File: src/rtl/cordic_vectoring.sv
// cordic_vectoring
//   Iterative vectoring-mode CORDIC: converts a signed Cartesian vector
//   (x_in, y_in) into angle = atan2(y_in, x_in) (Q3.13 radians) and the
//   gain-compensated magnitude. One shift-add datapath is reused for LENGTH
//   micro-rotations, then one cycle scales x by 1/K.
//
// Ports
//   clk        clock, all state on rising edge
//   rst        synchronous active-high reset (aborts any operation)
//   in_valid   x_in/y_in valid
//   in_ready   vector can be accepted (FSM in IDLE)
//   x_in,y_in  16-bit signed input vector
//   out_valid  angle/mag valid (FSM in DONE)
//   out_ready  consumer accepts result
//   angle      16-bit signed Q3.13 radians, [-pi, +pi]
//   mag        17-bit unsigned magnitude, same scale as inputs
module cordic_vectoring #(
  parameter int                LENGTH               = 14,
  parameter logic signed [15:0] ATAN_LUT [0:LENGTH-1] = '{
    16'sd6434, 16'sd3798, 16'sd2007, 16'sd1019, 16'sd511, 16'sd256, 16'sd128,
    16'sd64,   16'sd32,   16'sd16,   16'sd8,    16'sd4,   16'sd2,   16'sd1},
  parameter logic signed [15:0] HALF_PI              = 16'sd12868,
  parameter logic signed [15:0] GAIN                 = 16'sd19898
) (
  input  logic               clk,
  input  logic               rst,
  input  logic               in_valid,
  output logic               in_ready,
  input  logic signed [15:0] x_in,
  input  logic signed [15:0] y_in,
  output logic               out_valid,
  input  logic               out_ready,
  output logic signed [15:0] angle,
  output logic        [16:0] mag
);

  typedef enum logic [1:0] {IDLE, ITER, SCALE, DONE} state_t;

  localparam logic [3:0] LAST = 4'(LENGTH - 1);

  state_t             state_q, state_d;
  logic        [3:0]  i_q, i_d;
  logic signed [17:0] x_q, x_d, y_q, y_d;
  logic signed [15:0] z_q, z_d;
  logic               zero_q, zero_d;
  logic signed [15:0] angle_q, angle_d;
  logic        [16:0] mag_q, mag_d;

  // Sign-extend before any negation so -(-32768) is representable.
  logic signed [17:0] xe, ye;
  logic signed [17:0] xs, ys;
  logic signed [15:0] step;
  logic signed [33:0] prod;

  assign xe   = {{2{x_in[15]}}, x_in};
  assign ye   = {{2{y_in[15]}}, y_in};
  assign xs   = x_q >>> i_q;
  assign ys   = y_q >>> i_q;
  assign step = ATAN_LUT[i_q];
  assign prod = 34'(x_q) * 34'(GAIN);

  always_comb begin
    state_d = state_q;
    i_d     = i_q;
    x_d     = x_q;
    y_d     = y_q;
    z_d     = z_q;
    zero_d  = zero_q;
    angle_d = angle_q;
    mag_d   = mag_q;
    case (state_q)
      IDLE: begin
        if (in_valid) begin
          state_d = ITER;
          i_d     = '0;
          // (0,0) has no defined direction; the iterations would still
          // accumulate angle, so force the reported angle to zero.
          zero_d  = (x_in == 16'sd0) && (y_in == 16'sd0);
          // Pre-rotate left-half-plane vectors by -/+90 deg so the
          // iterations only ever have to cover [-pi/2, pi/2].
          if (!x_in[15]) begin
            x_d = xe;  y_d = ye;  z_d = '0;
          end else if (!y_in[15]) begin
            x_d = ye;  y_d = -xe; z_d = HALF_PI;
          end else begin
            x_d = -ye; y_d = xe;  z_d = -HALF_PI;
          end
        end
      end
      ITER: begin
        // Drive y toward zero; z accumulates the rotation undone.
        if (!y_q[17]) begin
          x_d = x_q + ys;
          y_d = y_q - xs;
          z_d = z_q + step;
        end else begin
          x_d = x_q - ys;
          y_d = y_q + xs;
          z_d = z_q - step;
        end
        i_d = i_q + 4'd1;
        if (i_q == LAST) state_d = SCALE;
      end
      SCALE: begin
        // x is non-negative here, so the truncated product fits 17 bits.
        mag_d   = 17'(prod >>> 15);
        angle_d = zero_q ? 16'sd0 : z_q;
        state_d = DONE;
      end
      DONE: begin
        if (out_ready) state_d = IDLE;
      end
      default: state_d = IDLE;
    endcase
  end

  always_ff @(posedge clk) begin
    if (rst) begin
      state_q <= IDLE;
      i_q     <= '0;
      x_q     <= '0;
      y_q     <= '0;
      z_q     <= '0;
      zero_q  <= 1'b0;
      angle_q <= '0;
      mag_q   <= '0;
    end else begin
      state_q <= state_d;
      i_q     <= i_d;
      x_q     <= x_d;
      y_q     <= y_d;
      z_q     <= z_d;
      zero_q  <= zero_d;
      angle_q <= angle_d;
      mag_q   <= mag_d;
    end
  end

  assign in_ready  = (state_q == IDLE);
  assign out_valid = (state_q == DONE);
  assign angle     = angle_q;
  assign mag       = mag_q;

endmodule

File: config.mk
export PLATFORM = sky130hd
export DESIGN_NAME = cordic_vectoring
export DESIGN_NICKNAME = d
export VERILOG_FILES = /design/src/rtl/cordic_vectoring.sv
export SDC_FILE = /design/constraint.sdc
export NUM_CORES = 1
export LEC_CHECK = 0
export BUFFER_PORTS_ARGS = -buffer_cell sky130_fd_sc_hd__buf_2
export CAP_MARGIN = 25
export CELL_PAD_IN_SITES_DETAIL_PLACEMENT = 1
export CELL_PAD_IN_SITES_GLOBAL_PLACEMENT = 2
export CORE_ASPECT_RATIO = 0.5
export CORE_UTILIZATION = 25
export CTS_BUF_LIST = sky130_fd_sc_hd__clkbuf_16
export CTS_CLUSTER_SIZE = 28
export DETAILED_ROUTE_END_ITERATION = 12
export PLACE_DENSITY_LB_ADDON = 0.1
export SLEW_MARGIN = 20
export SYNTH_ARGS = -nofsm -noshare
export SYNTH_HDL_FRONTEND = slang
export SYNTH_SLANG_ARGS = --single-unit
File: constraint.sdc
create_clock -name clk -period 7.9 [get_ports clk]
set_clock_uncertainty 0.1 [all_clocks]
set_input_delay 2.37 -clock clk [delete_from_list [all_inputs] [get_ports clk]]
set_output_delay 2.37 -clock clk [all_outputs]
set_load 0.03 [all_outputs]
==> impl_metrics.py, run 1 <==
metrics = {
    "sta": {
        "fin_crit_ps": 6375,
        "rsz0062_at_grt": "false",
        "worstMarginPinSlew_ps": 1099,
        "slew_headroom_pct": 26.27,
        "worst_hold_slack_ps": 388.1,
        "fmax_mhz": 156.9,
        "period_share_pct": 80.70,
        "finalSetupViolations": 0,
        "maxSlewViolCount": 0,
        "setup_tns_ps": 0,
        "hold_violations": 0,
        "setup_slack_ps": 1525,
    },
    "floorplanning": {
        "ioPinCount": 71,
        "die_y_um": 174.7,
        "rows": 62,
        "die_area_um2": 60660,
        "die_w_um": 347.3,
        "core_um2": 58100,
        "start_util_pct": 25.65,
    },
    "logic_synthesis": {
        "synth_cell_types": 79,
        "avgSynthCellArea_um2": 8.276,
        "async_flop_share_pct": 0,
        "synth-edff-count": 0,
        "ys_ff_latch": 92,
        "yosys_warnings": 0,
        "synthCells": 1801,
        "synth_nets": 2133,
        "synth_flop_cell": "dfxtp_1",
        "syn-cell-area_um2": 14900,
        "synth_seq_area_share_pct": 12.36,
    },
    "route": {
        "drc": 0,
        "first_iter_violations": 602,
        "wire_per_inst_um": 20.22,
        "drtPass1Iterations": 5,
        "via_count": 12621,
        "ant_nets": 0,
        "wl_mm": 52.50,
        "via_per_inst": 4.860,
    },
    "grt": {
        "grt_overflow_total": 0,
        "grt_pass1_vias": 13376,
        "grt.total_usage_pct": 17.91,
        "grt_antenna_before_repair": 1,
        "grt_max_degree": 64,
        "grt_pass1_wl_mm": 82.93,
    },
    "final_layout": {
        "multi_input_area_um2": 11740,
        "design_area_um2": 16350,
        "antenna_cells": 0,
        "n_fill_cell": 6877,
        "ff_latch_area_um2": 1846,
        "area_delta_synth_final_pct": 9.688,
        "drive_above_1_share_pct": 9.732,
        "final_cell_mix": "inv_1 (254), nor2_1 (200), ha_1 (172), fa_1 (123), a21oi_1 (120)",
        "final_nets": 2156,
        "final_common_cell": "inv_1",
    },
    "placed_design": {
        "gp_routability_congestion": 0.7926,
        "hpwl_mm": 42.57,
        "placed_area_um2": 16030,
        "pre_cts_ws_ps": 1479,
        "place.port_buffers": 70,
    },
    "critical_path": {
        "worstReg2RegStart": "x_q[10]",
        "worstReg2RegEnd": "mag[10]",
        "end_kind": "flop",
        "worstPathMaxFanout": 11,
        "worstSetupStartpoint": "x_q[10]",
        "crit_type": "flop to flop",
        "cp_data_arrival_time_ps": 6570,
        "worst-r2r-setup-slack_ps": 1520,
        "cp-start-kind": "flop",
        "reg2reg_depth": 20,
        "worstPathRequired_ps": 8090,
    },
    "clocking": {
        "postCtsSetupBuffers": 0,
        "numCtsBuffers": 9,
        "clock_latency_ps": 410,
        "clockBufferDepth": 2,
        "cts.repair.resized": 0,
        "ctsHtreeMaxLevel": 3,
        "clk_pin_slew_worst_paths_ps": 90,
        "cts_root_buf": "clkbuf_16",
        "cts_tree": "yes",
        "clock-sinks": 92,
        "cts_hold_buf": 0,
    },
    "status": {
        "status": "finished clean",
    },
    "worst_hold_path": {
        "worstHoldPathType": "flop to flop",
        "whs_endpoint": "angle[6]",
        "hp-start": "angle[6]",
        "hold_depth": 2,
    },
    "job": {
        "drv_cap": 0,
    },
}
## cell families after synthesis
| family | Yosys count | synth area share, % |
|---|---|---|
| multiplexers | 90 | 9.125 |
| AND/OR/NAND/NOR | 499 | 15.61 |
| adder cells (fa/ha/maj) | 296 | 31.04 |
| XOR/XNOR | 111 | 6.523 |
| buffers and inverters | 338 | 9.134 |
| flip-flops | 92 | 12.36 |
| AO/OA/AOI/OAI | 375 | 16.21 |
## final cells by class
cell class / instances / share of cell area (%)
multi-input combinational: 1371 / 71.80
inverter: 257 / 5.901
sequential: 92 / 11.29
clock inverter: 7 / 0.5587
tap: 768 / 5.878
clock buffer: 9 / 1.378
timing repair buffer: 93 / 3.199
## state kept, by name (all words and copies together) (netlist names)
name     cells
angle       16
i_q          4
mag         17
state_q      2
x_q         18
y_q         18
z_q         16
zero_q       1
## metal layers
metal	global-route usage, %	wire length (um)	up-vias
met5	0	0	-
met3	2.885	1586	21
met1	27.95	29290	6265
li1	-	-	6206
met4	2.636	395	0
met2	25.83	21230	129
## stage by stage
| step | util (%) | instances |
|---|---|---|
| after floorplan | - | 1801 |
| after global placement | 27.57 | 2580 |
| after detailed placement | 27.58 | 2581 |
| after CTS | 28.13 | 2597 |
| after global routing | 28.14 | 2597 |
| final | 28.14 | 2597 |
## Yosys cell counts, types with 7 or more instances
cell type | count | area share [%]
buf_1 | 13 | 0.33
a22oi_1 | 7 | 0.35
and3_1 | 13 | 0.55
clkbuf_1 | 47 | 1.2
ha_1 | 173 | 15
nand2b_1 | 13 | 0.55
nand3b_1 | 8 | 0.40
buf_2 | 9 | 0.30
mux2_2 | 15 | 1.1
mux4_2 | 27 | 4.1
nand3_1 | 17 | 0.57
nand2_1 | 104 | 2.6
nor2_1 | 201 | 5.1
o21bai_1 | 8 | 0.40
o21a_1 | 17 | 0.86
a211oi_1 | 58 | 2.9
a21o_1 | 16 | 0.81
fa_1 | 123 | 17
o21ai_0 | 56 | 1.9
nor3_1 | 71 | 2.4
o211ai_1 | 9 | 0.45
a21oi_1 | 120 | 4.0
xor2_1 | 36 | 2.1
mux2i_1 | 40 | 2.7
or3_1 | 11 | 0.46
o31ai_1 | 12 | 0.60
dfxtp_1 | 92 | 12
xnor2_1 | 75 | 4.4
inv_1 | 254 | 6.4
buf_4 | 7 | 0.35
nor2b_1 | 14 | 0.59
a31oi_1 | 20 | 0.84
and2_1 | 8 | 0.34
## worst max-delay path by stage
stage / end / slack, ps
2_1_floorplan: mag[10] / 2140
3_3_place_gp: mag[10] / 1560
5_1_grt: mag[10] / 1050
4_1_cts: mag[10] / 1480
3_5_place_dp: mag[10] / 1480
6_report: mag[10] / 1520
## worst max-delay path, stage by stage, from the launching register on
cell and delay, ps:
dfxtp_1 460, ha_1 380, inv_1 90, fa_1 540
inv_1 50, fa_1 540, fa_1 450, fa_1 540
inv_1 50, fa_1 530, inv_1 40, ha_1 310
and3_1 220, a221o_1 380, a21oi_1 240, a21oi_1 210
o41ai_1 460, o21bai_1 210, a31oi_1 240, xor2_1 150
o21ai_0 80
Power of run 1 is left out: the tool's default activity adds up to more than one toggle a clock period on the data nets, which glitch-free logic cannot reach.
==> run 2: changes to the inputs <==
--- a/config.mk
+++ b/config.mk
@@ -5,6 +5,7 @@
 export SDC_FILE = /design/constraint.sdc
 export NUM_CORES = 1
 export LEC_CHECK = 0
+export ABC_AREA = 1
 export BUFFER_PORTS_ARGS = -buffer_cell sky130_fd_sc_hd__buf_2
 export CAP_MARGIN = 25
 export CELL_PAD_IN_SITES_DETAIL_PLACEMENT = 1
==> constraint.sdc (replaced) <==
create_clock -name clk -period 5.95 [get_ports clk]
set_clock_uncertainty 0.1 [all_clocks]
set_input_delay 1.785 -clock clk [delete_from_list [all_inputs] [get_ports clk]]
set_output_delay 1.785 -clock clk [all_outputs]
set_load 0.03 [all_outputs]
==> run 2 against run 1 <==
Worst setup slack worse by 1100 ps. Final cell count is 22% higher. Synthesized area is 3.1% higher. Die area is 3.0% higher. Non-clock buffer count is 28 higher. Critical endpoint is now mag[15]. Sequential cell count stayed put. Via count is 18% higher. Synthesized cell count is 27% higher. Wire length is 15% higher. Global-route usage is 1.9 points higher. Cell area is 4.3% higher.
==> impl_metrics.py, run 2 <==
metrics = {
    "route": {
        "first_iter_violations": 663,
        "met3_length_mm": 1.529,
        "drtPass1Iterations": 5,
        "wire_per_inst_um": 19.10,
        "top_layer_used": "met4",
        "route.met2.wl_mm": 25.24,
        "via_count": 14850,
        "wl_met1_mm": 33.28,
        "ant_nets": 0,
        "drc": 0,
        "wl_mm": 60.46,
        "via_per_inst": 4.690,
    },
    "placed_design": {
        "place.port_buffers": 70,
        "hpwl_mm": 50.36,
        "gp_routability_congestion": 0.8126,
    },
    "logic_synthesis": {
        "synth_area_leaders": "fa_1 (16%), ha_1 (14%), dfxtp_1 (12%)",
        "avgSynthCellArea_um2": 6.690,
        "yosys_warnings": 0,
        "synth_common_cells": "nand2_1 (463), inv_1 (417), nand3_1 (225)",
        "synth_most_common_cell": "nand2_1",
        "synth_cell_types": 48,
        "synth_seq_area_share_pct": 11.99,
        "syn-cell-area_um2": 15360,
        "yosysTopAreaCell": "fa_1",
        "synth_flop_cell": "dfxtp_1",
        "async_flop_share_pct": 0,
        "synth_nets": 2628,
        "synthCells": 2296,
        "yosysTopAreaCellShare_pct": 16.03,
        "ys_ff_latch": 92,
        "synth-edff-count": 0,
    },
    "sta": {
        "period_share_pct": 93.25,
        "setup_tns_ps": 0,
        "finalSetupViolations": 0,
        "fmax_mhz": 180.2,
        "maxSlewViolCount": 0,
        "worstMarginPinSlew_ps": 1054,
        "slew_headroom_pct": 29.44,
        "fin_crit_ps": 5548,
        "hold_violations": 0,
        "rsz0062_at_grt": "false",
    },
    "critical_path": {
        "cp-start-kind": "flop",
        "worstPathRequired_ps": 6200,
        "cpPeakStageDelay_ps": 540,
        "cp_slowest_cell": "fa_1",
        "end_kind": "flop",
        "cp_data_arrival_time_ps": 5800,
        "worstPathMaxFanout": 6,
        "crit_type": "flop to flop",
        "crit_buf_inv": 5,
        "worstReg2RegStart": "x_q[15]",
        "worstSetupStartpoint": "x_q[15]",
        "critical-path-top-delay-family": "adder cells",
        "path_cells": "ha_1 > inv_1 > fa_1 > inv_1 > fa_1 > fa_1 > fa_1 > inv_1 > fa_1 > inv_1 > ha_1 > a21oi_1 > o21ai_0 > a21oi_1 > nand3_1 > nand3_1 > o211ai_1 > or2_2 > nand3_1 > o211ai_1 > inv_1",
    },
    "floorplanning": {
        "die_area_um2": 62490,
        "rows": 63,
        "core_um2": 59990,
        "die_y_um": 177.3,
        "start_util_pct": 25.61,
        "die_w_um": 352.5,
        "ioPinCount": 71,
    },
    "final_layout": {
        "ff_latch_area_um2": 1844,
        "final_common_cell": "nand2_1",
        "antenna_cells": 0,
        "area_delta_synth_final_pct": 11.05,
        "multi_input_area_um2": 11540,
        "n_fill_cell": 7562,
        "drive_above_1_share_pct": 7.264,
        "final_nets": 2681,
        "final_cell_mix": "nand2_1 (463), inv_1 (417), nand3_1 (225), a21oi_1 (175), ha_1 (173)",
    },
    "status": {
        "status": "finished clean",
    },
    "clocking": {
        "numCtsBuffers": 9,
        "cts_hold_buf": 0,
        "ctsHtreeMaxLevel": 3,
        "cts_tree": "yes",
        "clock_latency_ps": 410,
        "clk_pin_slew_worst_paths_ps": 90,
        "cts_root_buf": "clkbuf_16",
        "clock-sinks": 92,
        "clockBufferDepth": 2,
    },
    "grt": {
        "grt_overflow_total": 0,
        "grt_pass1_vias": 15459,
        "grt_antenna_before_repair": 2,
        "grt_pass1_wl_mm": 94.36,
        "grt_max_degree": 67,
        "grt.total_usage_pct": 19.79,
    },
    "worst_hold_path": {
        "hp-start": "angle[3]",
        "worstHoldPathType": "flop to flop",
    },
    "job": {
        "drv_cap": 0,
    },
}
## run 2: cell types whose count changed in the layout (fill, tap and decap cells not counted), moves of 55 or more
cell	change
nand2_1	+359
nand3_1	+208
inv_1	+163
o21ai_0	+74
a211oi_1	-56
a21oi_1	+55
## run 2: worst paths after layout
| check | slack (ps) | endpoint | cells past startpoint |
|---|---|---|---|
| setup / recovery | 400 | mag[15] | 21 |
| hold / removal | 370 | angle[3] | 2 |
| setup reg to reg | 400 | mag[15] | 21 |
| hold reg to reg | 370 | angle[3] | 2 |
## run 2: cells by family after synthesis
kind of cell,count (synthesis),synth area share (%)
flops,92,11.99
fa+ha+maj,296,30.12
simple gates,900,24.76
compound gates,424,15.73
xor+xnor,78,4.448
buf+inv,506,12.95
## run 2: per-stage QoR
step	hold WS [ps]	utilization [%]	instance area [um^2]	setup slack, ps	cells
floorplan	339.8	-	15360	837.7	2296
global placement	353.4	27.88	16730	234.0	3149
detailed placement	354.8	27.88	16730	182.7	3149
CTS	369.1	28.41	17040	175.9	3165
global route	387.4	28.44	17060	36.44	3166
finish	367.9	28.44	17060	401.8	3166
## run 2: cell type report
class / count / share of cell area, %
clock buffer: 9 / 1.320
clock inverter: 7 / 0.5208
inverter: 427 / 9.396
multi-input combinational: 1698 / 67.65
sequential: 92 / 10.81
tap: 812 / 5.956
timing repair buffer: 121 / 4.342
## run 2: routing by layer
metal	track usage [%]	vias to the layer above
li1	-	7542
met1	29.95	7152
met2	30.37	132
met3	2.412	24
met4	2.464	0
met5	0	-
## run 2: repair_timing
action | in CTS | in global routing
gates resized for setup | 0 | 2
setup buffers | 0 | 0
endpoints found under the setup margin | 0 | 5
## run 2: tightest hold or removal path, cell delays in order, from the launching register on
cell and delay (ps):
dfxtp_1 310, nand2_1 60, a21oi_1 50
Power of run 2 is left out for the same reason.
==> run 3: changes to the inputs <==
--- a/config.mk
+++ b/config.mk
@@ -11,7 +11,7 @@
 export CELL_PAD_IN_SITES_DETAIL_PLACEMENT = 1
 export CELL_PAD_IN_SITES_GLOBAL_PLACEMENT = 2
 export CORE_ASPECT_RATIO = 0.5
-export CORE_UTILIZATION = 25
+export CORE_UTILIZATION = 36
 export CTS_BUF_LIST = sky130_fd_sc_hd__clkbuf_16
 export CTS_CLUSTER_SIZE = 28
 export DETAILED_ROUTE_END_ITERATION = 12
==> run 3 against run 2 <==
Sequential cell count did not move. Core utilization rose by 11 points. First-iteration DRC count rose by 23%. Critical path type unchanged. Critical endpoint unchanged.
==> impl_metrics.py, run 3 (synthesis results as in run 2) <==
metrics = {
    "final_layout": {
        "drive_above_1_share_pct": 6.661,
        "final_cell_mix": "nand2_1 (463), inv_1 (417), nand3_1 (225), a21oi_1 (175), ha_1 (173)",
        "multi_input_area_um2": 11540,
        "fin_util_pct": 39.64,
        "final_common_cell": "nand2_1",
        "n_fill_cell": 5560,
        "ff_latch_area_um2": 1842,
        "final_nets": 2669,
        "area_delta_synth_final_pct": 8.505,
    },
    "worst_hold_path": {
        "worstHoldPathType": "flop to flop",
    },
    "route": {
        "ant_nets": 0,
        "wl_mm": 56.32,
        "wire_per_inst_um": 19.29,
        "drtPass1Iterations": 5,
        "via_count": 15136,
        "drc": 0,
        "first_iter_violations": 818,
        "via_per_inst": 5.184,
    },
    "critical_path": {
        "cpPeakStageDelay_ps": 560,
        "worst-r2r-setup-slack_ps": 420,
        "worstPathMaxFanout": 9,
        "worstPathRequired_ps": 6190,
        "cp_data_arrival_time_ps": 5770,
        "cp_slowest_cell": "fa_1",
        "end_kind": "flop",
        "cp-start-kind": "flop",
        "crit_type": "flop to flop",
        "path_cells": "ha_1 > inv_1 > fa_1 > inv_1 > fa_1 > fa_1 > fa_1 > inv_1 > fa_1 > inv_1 > ha_1 > a21oi_1 > o21ai_0 > a21oi_1 > nand3_1 > nand3_1 > o211ai_1 > or2_2 > nand3_1 > o211ai_1 > inv_1",
    },
    "clocking": {
        "cts_root_buf": "clkbuf_16",
        "cts_hold_buf": 0,
        "cts_tree": "yes",
        "cts.repair.resized": 0,
        "clk_pin_slew_worst_paths_ps": 90,
        "clock_latency_ps": 400,
        "numCtsBuffers": 9,
        "ctsHtreeMaxLevel": 3,
        "clock-sinks": 92,
        "clockBufferDepth": 2,
        "postCtsSetupBuffers": 0,
    },
    "sta": {
        "maxSlewViolCount": 0,
        "finalSetupViolations": 0,
        "fmax_mhz": 180.9,
        "rsz0062_at_grt": "false",
        "worstMarginPinSlew_ps": 927.9,
        "hold_violations": 0,
        "period_share_pct": 92.90,
        "slew_headroom_pct": 37.91,
        "fin_crit_ps": 5528,
        "setup_tns_ps": 0,
    },
    "floorplanning": {
        "die_w_um": 294.1,
        "core_um2": 42040,
        "start_util_pct": 36.53,
        "die_area_um2": 43550,
        "rows": 53,
        "ioPinCount": 71,
        "die_y_um": 148.1,
    },
    "status": {
        "status": "finished clean",
    },
    "grt": {
        "grt_pass1_vias": 15358,
        "grt_max_degree": 67,
        "grt.total_usage_pct": 26.42,
        "grt_pass1_wl_mm": 88.71,
        "grt_overflow_total": 0,
        "grt_antenna_before_repair": 0,
    },
    "placed_design": {
        "place.port_buffers": 70,
        "gp_routability_congestion": 0.8926,
        "hpwl_mm": 45.91,
    },
    "job": {
        "drv_cap": 0,
    },
}
-- run 3: cell types whose count changed in the layout (fill, tap and decap cells not counted), sizes merged --
cell    delta
diode      +1
inv        -1
buf       -12
clkinv     +1
-- run 3: path summary, 6_finish.rpt --
kind | cells past startpoint | endpoint | startpoint
max | 21 | mag[15] | x_q[14]
max reg2reg | 21 | mag[15] | x_q[14]
min | 2 | angle[6] | angle[6]
min reg2reg | 2 | angle[6] | angle[6]
-- run 3: layer usage --
| metal | routed length (um) | share of wire (%) | vias to the layer above | global-route usage (%) |
|---|---|---|---|---|
| li1 | - | - | 7507 | - |
| met1 | 29650 | 53 | 7368 | 39.43 |
| met2 | 23620 | 42 | 234 | 40.60 |
| met3 | 2508 | 4.5 | 27 | 4.124 |
| met4 | 537 | 0.95 | 0 | 3.828 |
| met5 | 0 | 0 | - | 0 |
-- run 3: area by class of cell --
cell class | instances | area share, %
Sequential cell | 92 | 11.05
Tap cell | 577 | 4.332
Inverter | 427 | 9.617
Clock buffer | 9 | 1.351
Multi-Input combinational cell | 1698 | 69.24
Timing Repair Buffer | 109 | 3.859
Clock inverter | 7 | 0.5330
Antenna cell | 1 | 0.01502
-- run 3: critical path: cells and delay by family, from the launching register on --
kind	cells	cell delay, ps
and+or+nand+nor	4	660
DFF	1	430
buffers and inverters	5	300
adders and majority gates	7	3370
AOI/OAI and AO/OA	5	610
-- run 3: stage by stage --
step           hold slack (ps)  cells  cell area (um^2)  setup WS [ps]
3_3_place_gp             349.3   2903             16350          502.9
5_1_grt                  390.2   2919             16660          93.94
6_report                 366.0   2920             16670          422.3
2_1_floorplan            339.8   2296             15360          837.7
3_5_place_dp             356.2   2903             16350          426.4
4_1_cts                  369.9   2919             16660          418.9
Power of run 3 is left out for the same reason.
